$ cat src/rtl/apb_to_ahb_bridge_if.sv
// APB completer / AHB-Lite manager signal bundle for apb_to_ahb_bridge.
// The bridge uses the slave modport; the surrounding system uses master.
interface apb_to_ahb_bridge_if #(
  parameter int ADDR_WIDTH = 32,
  parameter int DATA_WIDTH = 32
);
  logic                  PSEL;
  logic                  PENABLE;
  logic [ADDR_WIDTH-1:0] PADDR;
  logic                  PWRITE;
  logic [DATA_WIDTH-1:0] PWDATA;
  logic [DATA_WIDTH-1:0] PRDATA;
  logic                  PREADY;
  logic                  PSLVERR;

  logic [ADDR_WIDTH-1:0] HADDR;
  logic [1:0]            HTRANS;
  logic                  HWRITE;
  logic [2:0]            HSIZE;
  logic [DATA_WIDTH-1:0] HWDATA;
  logic [DATA_WIDTH-1:0] HRDATA;
  logic                  HREADY;
  logic                  HRESP;

  modport slave (
    input  PSEL, PENABLE, PADDR, PWRITE, PWDATA, HRDATA, HREADY, HRESP,
    output PRDATA, PREADY, PSLVERR, HADDR, HTRANS, HWRITE, HSIZE, HWDATA
  );

  modport master (
    output PSEL, PENABLE, PADDR, PWRITE, PWDATA, HRDATA, HREADY, HRESP,
    input  PRDATA, PREADY, PSLVERR, HADDR, HTRANS, HWRITE, HSIZE, HWDATA
  );
endinterface

$ cat src/rtl/apb_to_ahb_bridge.sv
// APB completer to AHB-Lite manager bridge: each APB transfer becomes one
// non-pipelined AHB NONSEQ single; AHB waits/errors map to PREADY/PSLVERR.
module apb_to_ahb_bridge #(
  parameter int ADDR_WIDTH = 32,
  parameter int DATA_WIDTH = 32
) (
  input  logic               HCLK,
  input  logic               HRESETn,
  apb_to_ahb_bridge_if.slave bus
);

  localparam logic [1:0] HTRANS_IDLE   = 2'b00;
  localparam logic [1:0] HTRANS_NONSEQ = 2'b10;

  typedef enum logic [1:0] {
    S_IDLE,
    S_ADDR,
    S_DATA,
    S_RESP
  } state_t;

  state_t                state_q;
  logic [1:0]            htrans_q;
  logic [ADDR_WIDTH-1:0] haddr_q;
  logic                  hwrite_q;
  logic [DATA_WIDTH-1:0] hwdata_q;
  logic [DATA_WIDTH-1:0] prdata_q;
  logic                  pready_q;
  logic                  pslverr_q;

  always_ff @(posedge HCLK or negedge HRESETn) begin
    if (!HRESETn) begin
      state_q   <= S_IDLE;
      htrans_q  <= HTRANS_IDLE;
      haddr_q   <= '0;
      hwrite_q  <= 1'b0;
      hwdata_q  <= '0;
      prdata_q  <= '0;
      pready_q  <= 1'b0;
      pslverr_q <= 1'b0;
    end else begin
      pready_q <= 1'b0;
      case (state_q)
        S_IDLE: begin
          // Only a setup phase starts a transfer; the holding registers drive the AHB side directly.
          if (bus.PSEL && !bus.PENABLE) begin
            haddr_q  <= bus.PADDR;
            hwrite_q <= bus.PWRITE;
            hwdata_q <= bus.PWDATA;
            htrans_q <= HTRANS_NONSEQ;
            state_q  <= S_ADDR;
          end
        end
        S_ADDR: begin
          if (bus.HREADY) begin
            htrans_q <= HTRANS_IDLE;
            state_q  <= S_DATA;
          end
        end
        S_DATA: begin
          // HRESP is only trusted on the HREADY=1 edge, so two-cycle errors collapse to one flag.
          if (bus.HREADY) begin
            if (!hwrite_q) begin
              prdata_q <= bus.HRDATA;
            end
            pslverr_q <= bus.HRESP;
            pready_q  <= 1'b1;
            state_q   <= S_RESP;
          end
        end
        S_RESP: begin
          state_q <= S_IDLE;
        end
        default: begin
          state_q <= S_IDLE;
        end
      endcase
    end
  end

  assign bus.HTRANS  = htrans_q;
  assign bus.HADDR   = haddr_q;
  assign bus.HWRITE  = hwrite_q;
  assign bus.HWDATA  = hwdata_q;
  assign bus.HSIZE   = 3'($clog2(DATA_WIDTH / 8));
  assign bus.PRDATA  = prdata_q;
  assign bus.PREADY  = pready_q;
  assign bus.PSLVERR = pslverr_q;

endmodule

$ cat src/flat_wrapper.sv
// flat-port wrapper written by rule: the top's interface ports become plain ports
module apb_to_ahb_bridge_flat 
#(
  parameter int ADDR_WIDTH = 32,
  parameter int DATA_WIDTH = 32
)
  (HCLK, HRESETn, bus_PSEL, bus_PENABLE, bus_PADDR, bus_PWRITE, bus_PWDATA, bus_HRDATA, bus_HREADY, bus_HRESP, bus_PRDATA, bus_PREADY, bus_PSLVERR, bus_HADDR, bus_HTRANS, bus_HWRITE, bus_HSIZE, bus_HWDATA);
  apb_to_ahb_bridge_if #(.ADDR_WIDTH(ADDR_WIDTH), .DATA_WIDTH(DATA_WIDTH)) bus_i ();
  input  logic HCLK;
  input  logic HRESETn;
  input wire logic [$bits(bus_i.PSEL)-1:0] bus_PSEL;
  input wire logic [$bits(bus_i.PENABLE)-1:0] bus_PENABLE;
  input wire logic [$bits(bus_i.PADDR)-1:0] bus_PADDR;
  input wire logic [$bits(bus_i.PWRITE)-1:0] bus_PWRITE;
  input wire logic [$bits(bus_i.PWDATA)-1:0] bus_PWDATA;
  input wire logic [$bits(bus_i.HRDATA)-1:0] bus_HRDATA;
  input wire logic [$bits(bus_i.HREADY)-1:0] bus_HREADY;
  input wire logic [$bits(bus_i.HRESP)-1:0] bus_HRESP;
  output wire logic [$bits(bus_i.PRDATA)-1:0] bus_PRDATA;
  output wire logic [$bits(bus_i.PREADY)-1:0] bus_PREADY;
  output wire logic [$bits(bus_i.PSLVERR)-1:0] bus_PSLVERR;
  output wire logic [$bits(bus_i.HADDR)-1:0] bus_HADDR;
  output wire logic [$bits(bus_i.HTRANS)-1:0] bus_HTRANS;
  output wire logic [$bits(bus_i.HWRITE)-1:0] bus_HWRITE;
  output wire logic [$bits(bus_i.HSIZE)-1:0] bus_HSIZE;
  output wire logic [$bits(bus_i.HWDATA)-1:0] bus_HWDATA;
  assign bus_i.PSEL = bus_PSEL;
  assign bus_i.PENABLE = bus_PENABLE;
  assign bus_i.PADDR = bus_PADDR;
  assign bus_i.PWRITE = bus_PWRITE;
  assign bus_i.PWDATA = bus_PWDATA;
  assign bus_i.HRDATA = bus_HRDATA;
  assign bus_i.HREADY = bus_HREADY;
  assign bus_i.HRESP = bus_HRESP;
  assign bus_PRDATA = bus_i.PRDATA;
  assign bus_PREADY = bus_i.PREADY;
  assign bus_PSLVERR = bus_i.PSLVERR;
  assign bus_HADDR = bus_i.HADDR;
  assign bus_HTRANS = bus_i.HTRANS;
  assign bus_HWRITE = bus_i.HWRITE;
  assign bus_HSIZE = bus_i.HSIZE;
  assign bus_HWDATA = bus_i.HWDATA;
  apb_to_ahb_bridge #(.ADDR_WIDTH(ADDR_WIDTH), .DATA_WIDTH(DATA_WIDTH)) u_core (.HCLK(HCLK), .HRESETn(HRESETn), .bus(bus_i));
endmodule
$ cat config.mk
export PLATFORM = sky130hd
export DESIGN_NAME = apb_to_ahb_bridge_flat
export DESIGN_NICKNAME = d
export VERILOG_FILES = /design/src/rtl/apb_to_ahb_bridge_if.sv /design/src/rtl/apb_to_ahb_bridge.sv /design/src/flat_wrapper.sv
export SDC_FILE = /design/constraint.sdc
export NUM_CORES = 1
export LEC_CHECK = 0
export ABC_AREA = 1
export CORE_UTILIZATION = 44
export DETAILED_ROUTE_END_ITERATION = 10
export PLACE_DENSITY = 0.86
export RECOVER_POWER = 100
export SETUP_SLACK_MARGIN = 0.05
export SLEW_MARGIN = 20
export SYNTH_ARGS = -nofsm -noshare
export SYNTH_HDL_FRONTEND = slang
export SYNTH_SLANG_ARGS = --single-unit
$ cat constraint.sdc
create_clock -name HCLK -period 3.43 [get_ports HCLK]
set_input_delay 0.8575 -clock HCLK [delete_from_list [all_inputs] [get_ports HCLK]]
set_output_delay 0.8575 -clock HCLK [all_outputs]
set_load 0.03 [all_outputs]
Word level (Yosys, flattened, before mapping)
Cells that the tools add are included.
Word-level totals
  flip-flop bits (word level): 103
  output and inout bits: 104
Operators by class
  multiplexer cells: 9
  bitwise logic cells: 1
  reduce and logical (&&, ||, !) cells: 9
  equality and inequality tests: 6
Operators by type and width (number)
  2-bit two-way mux: 5
  3-bit AND reduction: 3
  2-bit one-hot mux with 4 select lines: 1
  2-bit equality test, second input constant: 2
  2-bit != test, second input constant: 2
  2-bit one-hot mux with 2 select lines: 1
  2-bit AND reduction: 2
  2-bit by 1-bit equality test with 1-bit output, second input constant: 1
  2-bit logical NOT: 1
  1-bit two-way mux: 2
  2-bit by 1-bit != test with 1-bit output, second input constant: 1
  2-bit nonzero test: 1
  1-bit logical AND: 1
  1-bit logical NOT: 1
  1-bit inverter: 1

Logic depth before layout (Yosys ltp)
Gate-level depths: netlist of run 1.
  depth in word-level cells: 4
  mapped depth: 8

Worst setup path after synthesis of run 1
Ideal clock, no wire load.
  path kind: input to register
  from: in bus_PENABLE
  to: reg u_core.hwrite_q (netlist: u_core.bus.HWRITE)
  stages: 6
  arrival: 1.403 ns
  required time: 3.293 ns
  setup slack: 1.890 ns
  cell sequence: inv_1 nand3_2 buf_6 buf_6 nor2_1 a21oi_1
On the way
  longest elaborated chain between the ends: 3
RTL lines
  from (decl): line flat_wrapper.sv:12  | input wire logic [$bits(bus_i.PENABLE)-1:0] bus_PENABLE;
  1-bit logical NOT: line apb_to_ahb_bridge.sv:46  | if (bus.PSEL && !bus.PENABLE) begin
  1-bit logical AND: line apb_to_ahb_bridge.sv:46
  2-bit AND reduction (no line)
  to (signal assigned): line apb_to_ahb_bridge.sv:48  | hwrite_q <= bus.PWRITE;
  to (decl): line apb_to_ahb_bridge.sv:25  | logic hwrite_q;
Every way passes these cells.
A chain may end at the register's enable or synchronous reset.

Worst setup path in the final report of run 1
  from: in bus_HREADY
  to: reg u_core.prdata_q[20] (netlist: u_core.bus.PRDATA[20])
On the way
  longest elaborated chain between the ends: 1
RTL lines
  from (decl): line flat_wrapper.sv:17  | input wire logic [$bits(bus_i.HREADY)-1:0] bus_HREADY;
  3-bit AND reduction (no line)
  to (signal assigned): line apb_to_ahb_bridge.sv:64  | prdata_q <= bus.HRDATA;
  to (decl): line apb_to_ahb_bridge.sv:27  | logic [DATA_WIDTH-1:0] prdata_q;
Every way passes these cells.

==> flow_metrics.env, run 1 <==
export IMPL_period_share_pct=75.9
export IMPL_rrSetupSlack_ns=1.11
export IMPL_vias_per_cell=4.66
export IMPL_ios=207
export IMPL_dp_cells=765
export IMPL_wire_per_inst_um=13.6
export IMPL_drt_initial_drc_count=163
export IMPL_crit_buf_inv=3
export IMPL_setup_viol=0
export IMPL_ir_drop_mv=0.417
export IMPL_cts_sinks=102
export IMPL_fin_util_pct=68.2
export IMPL_drcViolationCount=0
export IMPL_met2_usage_pct=37.8
export IMPL_synth_area_leaders="dfrtp_1 60%, nand2_1 13%, o21ai_2 7.2%"
export IMPL_max_stage_delay_ns=1.00
export IMPL_nNetsFinal=754
export IMPL_grt_total_usage_pct=21.4
export IMPL_gp_congestion=0.783
export IMPL_grt_use_met1_pct=25.3
export IMPL_routed_wl_um=10600
export IMPL_core_area_um2=9330
export IMPL_rsz0062_at_grt="false"
export IMPL_reg2regPathDepth=7
export IMPL_cts_buffer_depth=2
export IMPL_cp_required_ns=3.73
export IMPL_synth_seq_area_share_pct=59.6
export IMPL_cap_violations=0
export IMPL_yosys_register_bits=102
export IMPL_globalRouteOverflowTotal=0
export IMPL_htreeDepth=3
export IMPL_cts_root_buf="clkbuf_8"
export IMPL_drive_above_1_share_pct=3.53
export IMPL_status="completed"
export IMPL_hp_class="reg2reg"
export IMPL_postRouteAntennaNets=0
export IMPL_syn_inst=455
export IMPL_synth_top_area_cell="dfrtp_1"
export IMPL_synth_top_area_share_pct=59.6
export IMPL_cts_resized=0
export IMPL_cts_buffers=9
export IMPL_insertion_delay_ns=0.36
export IMPL_grt_pass1_wl_um=16900
export IMPL_p_leak_nw=3.30
export IMPL_die_width_um=101
export IMPL_min_path_cells=2
export IMPL_cts_hold_buf=0
export IMPL_worstSetupStartpoint="bus_HREADY"
export IMPL_fp_dieArea_um2=10100
export IMPL_grt_max_degree=80
export IMPL_syn_area_per_cell_um2=9.41
export IMPL_min_to="u_core.bus.PRDATA[10]$_DFFE_PN0P_"
export IMPL_period_minus_slack_ns=2.60
export IMPL_cts_tree="done"
export IMPL_worstPathArrival_ns=2.91
export IMPL_path_common_cell="nand2_1"
export IMPL_grt_busiest_layer="met2"
export IMPL_vias=3638
export IMPL_start_util_pct=45.9
export IMPL_path_class="in2reg"
export IMPL_fmax_mhz=384
export IMPL_placement_rows=35
export IMPL_r2r_start="u_core.state_q[0]$_DFFE_PN0P_"
export IMPL_tns_ns=0
export IMPL_fin_skew_ns=0.0150
export IMPL_cp_max_fo=34
export IMPL_grt_pass1_vias=3585
export IMPL_die_height_um=101
export IMPL_worst_pin_slew_ns=1.37
export IMPL_slowest_stage="clkbuf_1"
export IMPL_yosysWarnings=0
export IMPL_antenna_found_initial=0
export IMPL_syn_to_final_growth_pct=48.6
export IMPL_regToRegEndpoint="u_core.bus.PRDATA[20]$_DFFE_PN0P_"
export IMPL_dp_hpwl_um=7820
export IMPL_synthesis_area_um2=4280
export IMPL_crit_chain="dlygate4sd3_1 > nand2_1 > inv_1 > clkbuf_1 > nand3_1 > nand2_1"
export IMPL_postCtsSetupBuffers=0
export IMPL_min_delay_start="u_core.bus.PRDATA[10]$_DFFE_PN0P_"
export IMPL_first_pass_iters=4
export IMPL_finalHoldViolCount=0
export IMPL_yosysUniqueCellTypes=18
export IMPL_crit_path_end_kind="flop"
export IMPL_path_clk_slew_ns=0.12
export IMPL_crit_family="buffers and inverters"
export IMPL_finalNonFillerCells=781
export IMPL_fillers=795
export IMPL_drv_slew=0
export IMPL_relSlewSlack_pct=8.48
export IMPL_use_met3_pct=4.92
export IMPL_io_buffers=202
export IMPL_critPathLaunchType="input pin"
export IMPL_powerDensity_nw_per_um2=902
export IMPL_antenna_cells=0
[Yosys cell counts]
library cell  number
inv_1             68
buf_6             11
inv_2              2
dfrtp_1          102
o21ai_0            1
o21ai_2           35
ha_1               4
a21oi_1            1
o21ai_1           29
nand3_1           34
clkbuf_1           6
nor2_1             3
or2_2              1
nand3_2            1
conb_1             2
nand2_1          145
buf_2              6
buf_4              4
[area by class of cell]
type / count / area (µm²) / share of cell area, %
multi-input combinational: 258 / 1140 / 18.0
inverter: 70 / 263 / 4.13
clock inverter: 7 / 66.3 / 1.04
tap: 129 / 161 / 2.54
timing repair buffer: 206 / 2050 / 32.3
sequential: 102 / 2550 / 40.1
clock buffer: 9 / 124 / 1.95
[where the power goes]
part / leakage [nW] / internal (W) / switching [W]
Clock: 0.0918 / 0.000283 / 0.000452
Sequential: 1.27 / 0.00175 / 0.000291
Combinational: 1.94 / 0.00108 / 0.00189
[cell usage in the layout (no fill, tap or decap)]
master           instances
buf_4                    1
nor2_1                   3
clkinv_4                 1
a21oi_1                  1
inv_2                    1
clkinvlp_4               2
inv_8                    3
or2_2                    1
dlygate4sd3_1          102
clkdlybuf4s50_1         99
nand2_1                145
inv_6                    1
clkbuf_2                 2
o21ai_0                 63
clkbuf_8                 9
conb_1                   4
nand3_1                 34
clkbuf_1                 1
dfrtp_1                102
nand3_4                  1
ha_1                     4
buf_12                   1
o21ai_1                  2
inv_1                   69
[flip-flops by register name, indices dropped and copies added (netlist names)]
name / flops
u_core.bus.PRDATA: 32
u_core.bus.HADDR: 32
u_core.bus.HTRANS: 1
u_core.bus.PSLVERR: 1
u_core.bus.PREADY: 1
u_core.state_q: 2
u_core.bus.HWDATA: 32
u_core.bus.HWRITE: 1
[metal layers]
metal | routed length (µm) | vias up
met5 | 0 | -
met4 | 210 | 0
met3 | 718 | 20
met2 | 5440 | 145
met1 | 4240 | 1708
li1 | - | 1765
[through the flow]
step	cell area [µm²]	total power [W]	hold WS [ns]	setup slack [ns]
final	6360	0.00574	0.479	0.827
after CTS	6500	0.00615	0.486	1.11
after global routing	6360	0.00610	0.494	0.640
after global placement	6310	0.00531	0.453	0.978
after floorplan	4290	0.00398	0.467	1.89
after detailed placement	6310	0.00541	0.458	0.876
[worst register-to-register path, delay by kind of cell (launching register included)]
family | cells | cell delay [ns]
buf+inv | 3 | 1.19
simple gates | 3 | 0.44
flops | 1 | 0.42
fa+ha+maj | 1 | 0.22
[kinds of logic (layout without fill, tap and decap cells)]
kind of cell / Yosys count / count (layout) / share of synthesized area [%]
flops: 102 / 102 / 59.6
fa+ha+maj: 4 / 4 / 1.17
simple gates: 184 / 184 / 17.3
other cells: 2 / 4 / 0.175
compound gates: 66 / 66 / 10.8
buf+inv: 97 / 292 / 11.0
[worst max-delay path by stage]
stage	end	cells past startpoint	slack (ns)
finish	u_core.bus.PRDATA[20]$_DFFE_PN0P_	6	0.83
global route	u_core.bus.PRDATA[1]$_DFFE_PN0P_	6	0.64
CTS	bus_PRDATA[4]	1	1.11
detailed placement	u_core.bus.PRDATA[17]$_DFFE_PN0P_	6	0.88
global placement	u_core.bus.HADDR[27]$_DFFE_PN0P_	6	0.98
floorplan	u_core.bus.HWRITE$_DFFE_PN0P_	6	1.89
(Power assumes the default switching activity.)
==> inputs of run 2 (changes only) <==
CORE_UTILIZATION = 41   (was 44)
PLACE_DENSITY = 0.81   (was 0.86)
clock period = 2.5 ns   (was 3.43 ns; I/O delays follow)
==> flow_metrics.env, run 2 (synthesis results as in run 1) <==
export IMPL_critPathLaunchType="flop"
export IMPL_multi_input_area_um2=1160
export IMPL_first_pass_iters=5
export IMPL_p_leak_nw=3.36
export IMPL_worstPathArrival_ns=1.50
export IMPL_grt_max_degree=42
export IMPL_htreeDepth=3
export IMPL_period_minus_slack_ns=2.13
export IMPL_status="completed"
export IMPL_cts_buffers=9
export IMPL_worst_pin_slew_ns=0.987
export IMPL_final_common_cell="nand2_1"
export IMPL_p_clk_share_pct=13.9
export IMPL_drt_initial_drc_count=113
export IMPL_routed_wl_um=10500
export IMPL_finalNonFillerCells=791
export IMPL_rsz0062_at_grt="false"
export IMPL_p_switching_w=0.00356
export IMPL_dp_hpwl_um=7890
export IMPL_crit_family="buffers and inverters"
export IMPL_cap_violations=0
export IMPL_p_seq_share_pct=34.9
export IMPL_nNetsFinal=760
export IMPL_cp_required_ns=1.88
export IMPL_crit_chain="dlygate4sd3_1"
export IMPL_hp_class="in2async"
export IMPL_cts_tree="done"
export IMPL_drive_above_1_share_pct=4.71
export IMPL_antenna_cells=0
export IMPL_fp_dieArea_um2=10900
export IMPL_slowest_stage="dlygate4sd3_1"
export IMPL_ios=207
export IMPL_wire_per_inst_um=13.2
export IMPL_report_power_total_w=0.00804
export IMPL_insertion_delay_ns=0.36
export IMPL_fillers=826
export IMPL_cts_root_buf="clkbuf_8"
export IMPL_crit_buf_inv=1
export IMPL_tns_ns=0
export IMPL_cp_max_fo=2
export IMPL_power_internal_w=0.00448
export IMPL_postCtsSetupBuffers=0
export IMPL_crit_path_end_kind="primary output"
export IMPL_drv_slew=0
export IMPL_grt_pass1_wl_um=17500
export IMPL_layout_common_cells="145 x nand2_1, 102 x dfrtp_1, 101 x dlygate4sd3_1"
export IMPL_start_util_pct=43.0
export IMPL_vias=3592
export IMPL_vias_per_cell=4.54
export IMPL_ir_drop_mv=0.642
export IMPL_max_stage_delay_ns=0.77
export IMPL_core_area_um2=9950
export IMPL_syn_to_final_growth_pct=51.0
export IMPL_cts_resized=0
export IMPL_path_class="reg2out"
export IMPL_globalRouteOverflowTotal=0
export IMPL_power_frac_comb_pct=51.2
export IMPL_die_width_um=104
export IMPL_rrSetupSlack_ns=0.63
export IMPL_gp_congestion=0.827
export IMPL_die_height_um=104
export IMPL_postRouteAntennaNets=0
export IMPL_grt_total_usage_pct=20.2
export IMPL_drcViolationCount=0
export IMPL_antenna_found_initial=0
export IMPL_period_share_pct=85.1
export IMPL_fmax_mhz=470
export IMPL_finalHoldViolCount=0
export IMPL_cts_buffer_depth=2
export IMPL_cts_sinks=102
export IMPL_fin_util_pct=65.0
export IMPL_path_clk_slew_ns=0.10
export IMPL_powerDensity_nw_per_um2=1240
export IMPL_cts_hold_buf=0
export IMPL_swShare_pct=44.3
export IMPL_regArea_um2=2550
export IMPL_io_buffers=202
export IMPL_placement_rows=36
export IMPL_grt_pass1_vias=3705
export IMPL_relSlewSlack_pct=34.2
export IMPL_dp_cells=775
export IMPL_fin_skew_ns=0.00963
export IMPL_setup_viol=0
## run 2: final cells by class
cell class	count	share of cell area (%)
timing repair buffer	212	32.7
multi-input combinational	258	17.9
sequential	102	39.5
tap	133	2.57
inverter	70	4.06
clock buffer	9	1.92
clock inverter	7	1.37
## run 2: routing by layer
metal / GRT usage [%] / vias up / routed length [µm]
met1: 24.9 / 1634 / 4390
met2: 33.0 / 155 / 5050
met3: 4.89 / 27 / 692
met4: 10.3 / 0 / 342
li1: - / 1776 / -
met5: 0 / - / 0
## run 2: final timing paths
kind | depth (start not counted) | from | end
setup reg to reg | 5 | u_core.state_q[0]$_DFFE_PN0P_ | u_core.bus.HWDATA[8]$_DFFE_PN0P_
setup / recovery | 1 | u_core.bus.HADDR[10]$_DFFE_PN0P_ | bus_HADDR[10]
max in group asynchronous | 2 | HRESETn | u_core.bus.HWDATA[29]$_DFFE_PN0P_
min in group HCLK | 2 | u_core.bus.PRDATA[26]$_DFFE_PN0P_ | u_core.bus.PRDATA[26]$_DFFE_PN0P_
hold / removal | 1 | HRESETn | u_core.bus.PRDATA[1]$_DFFE_PN0P_
hold reg to reg | 2 | u_core.bus.PRDATA[26]$_DFFE_PN0P_ | u_core.bus.PRDATA[26]$_DFFE_PN0P_
## run 2: power groups by stage
stage / Combinational (W) / Sequential (W) / Clock, W
2_1_floorplan: 0.00117 / 0.00429 / 0
3_5_place_dp: 0.00462 / 0.00286 / 0
4_1_cts: 0.00462 / 0.00284 / 0.00114
5_1_grt: 0.00441 / 0.00290 / 0.00121
6_report: 0.00412 / 0.00280 / 0.00112
3_3_place_gp: 0.00451 / 0.00285 / 0
## run 2: metrics by stage
| step | worst slack (ns) | area [µm²] | hold slack (ns) |
|---|---|---|---|
| final | 0.373 | 6470 | 0.207 |
| after global routing | 0.314 | 6470 | 0.227 |
| after CTS | 0.413 | 6630 | 0.221 |
| after detailed placement | 0.483 | 6410 | 0.461 |
| after global placement | 0.531 | 6410 | 0.453 |
| after floorplan | 1.19 | 4290 | 0.329 |
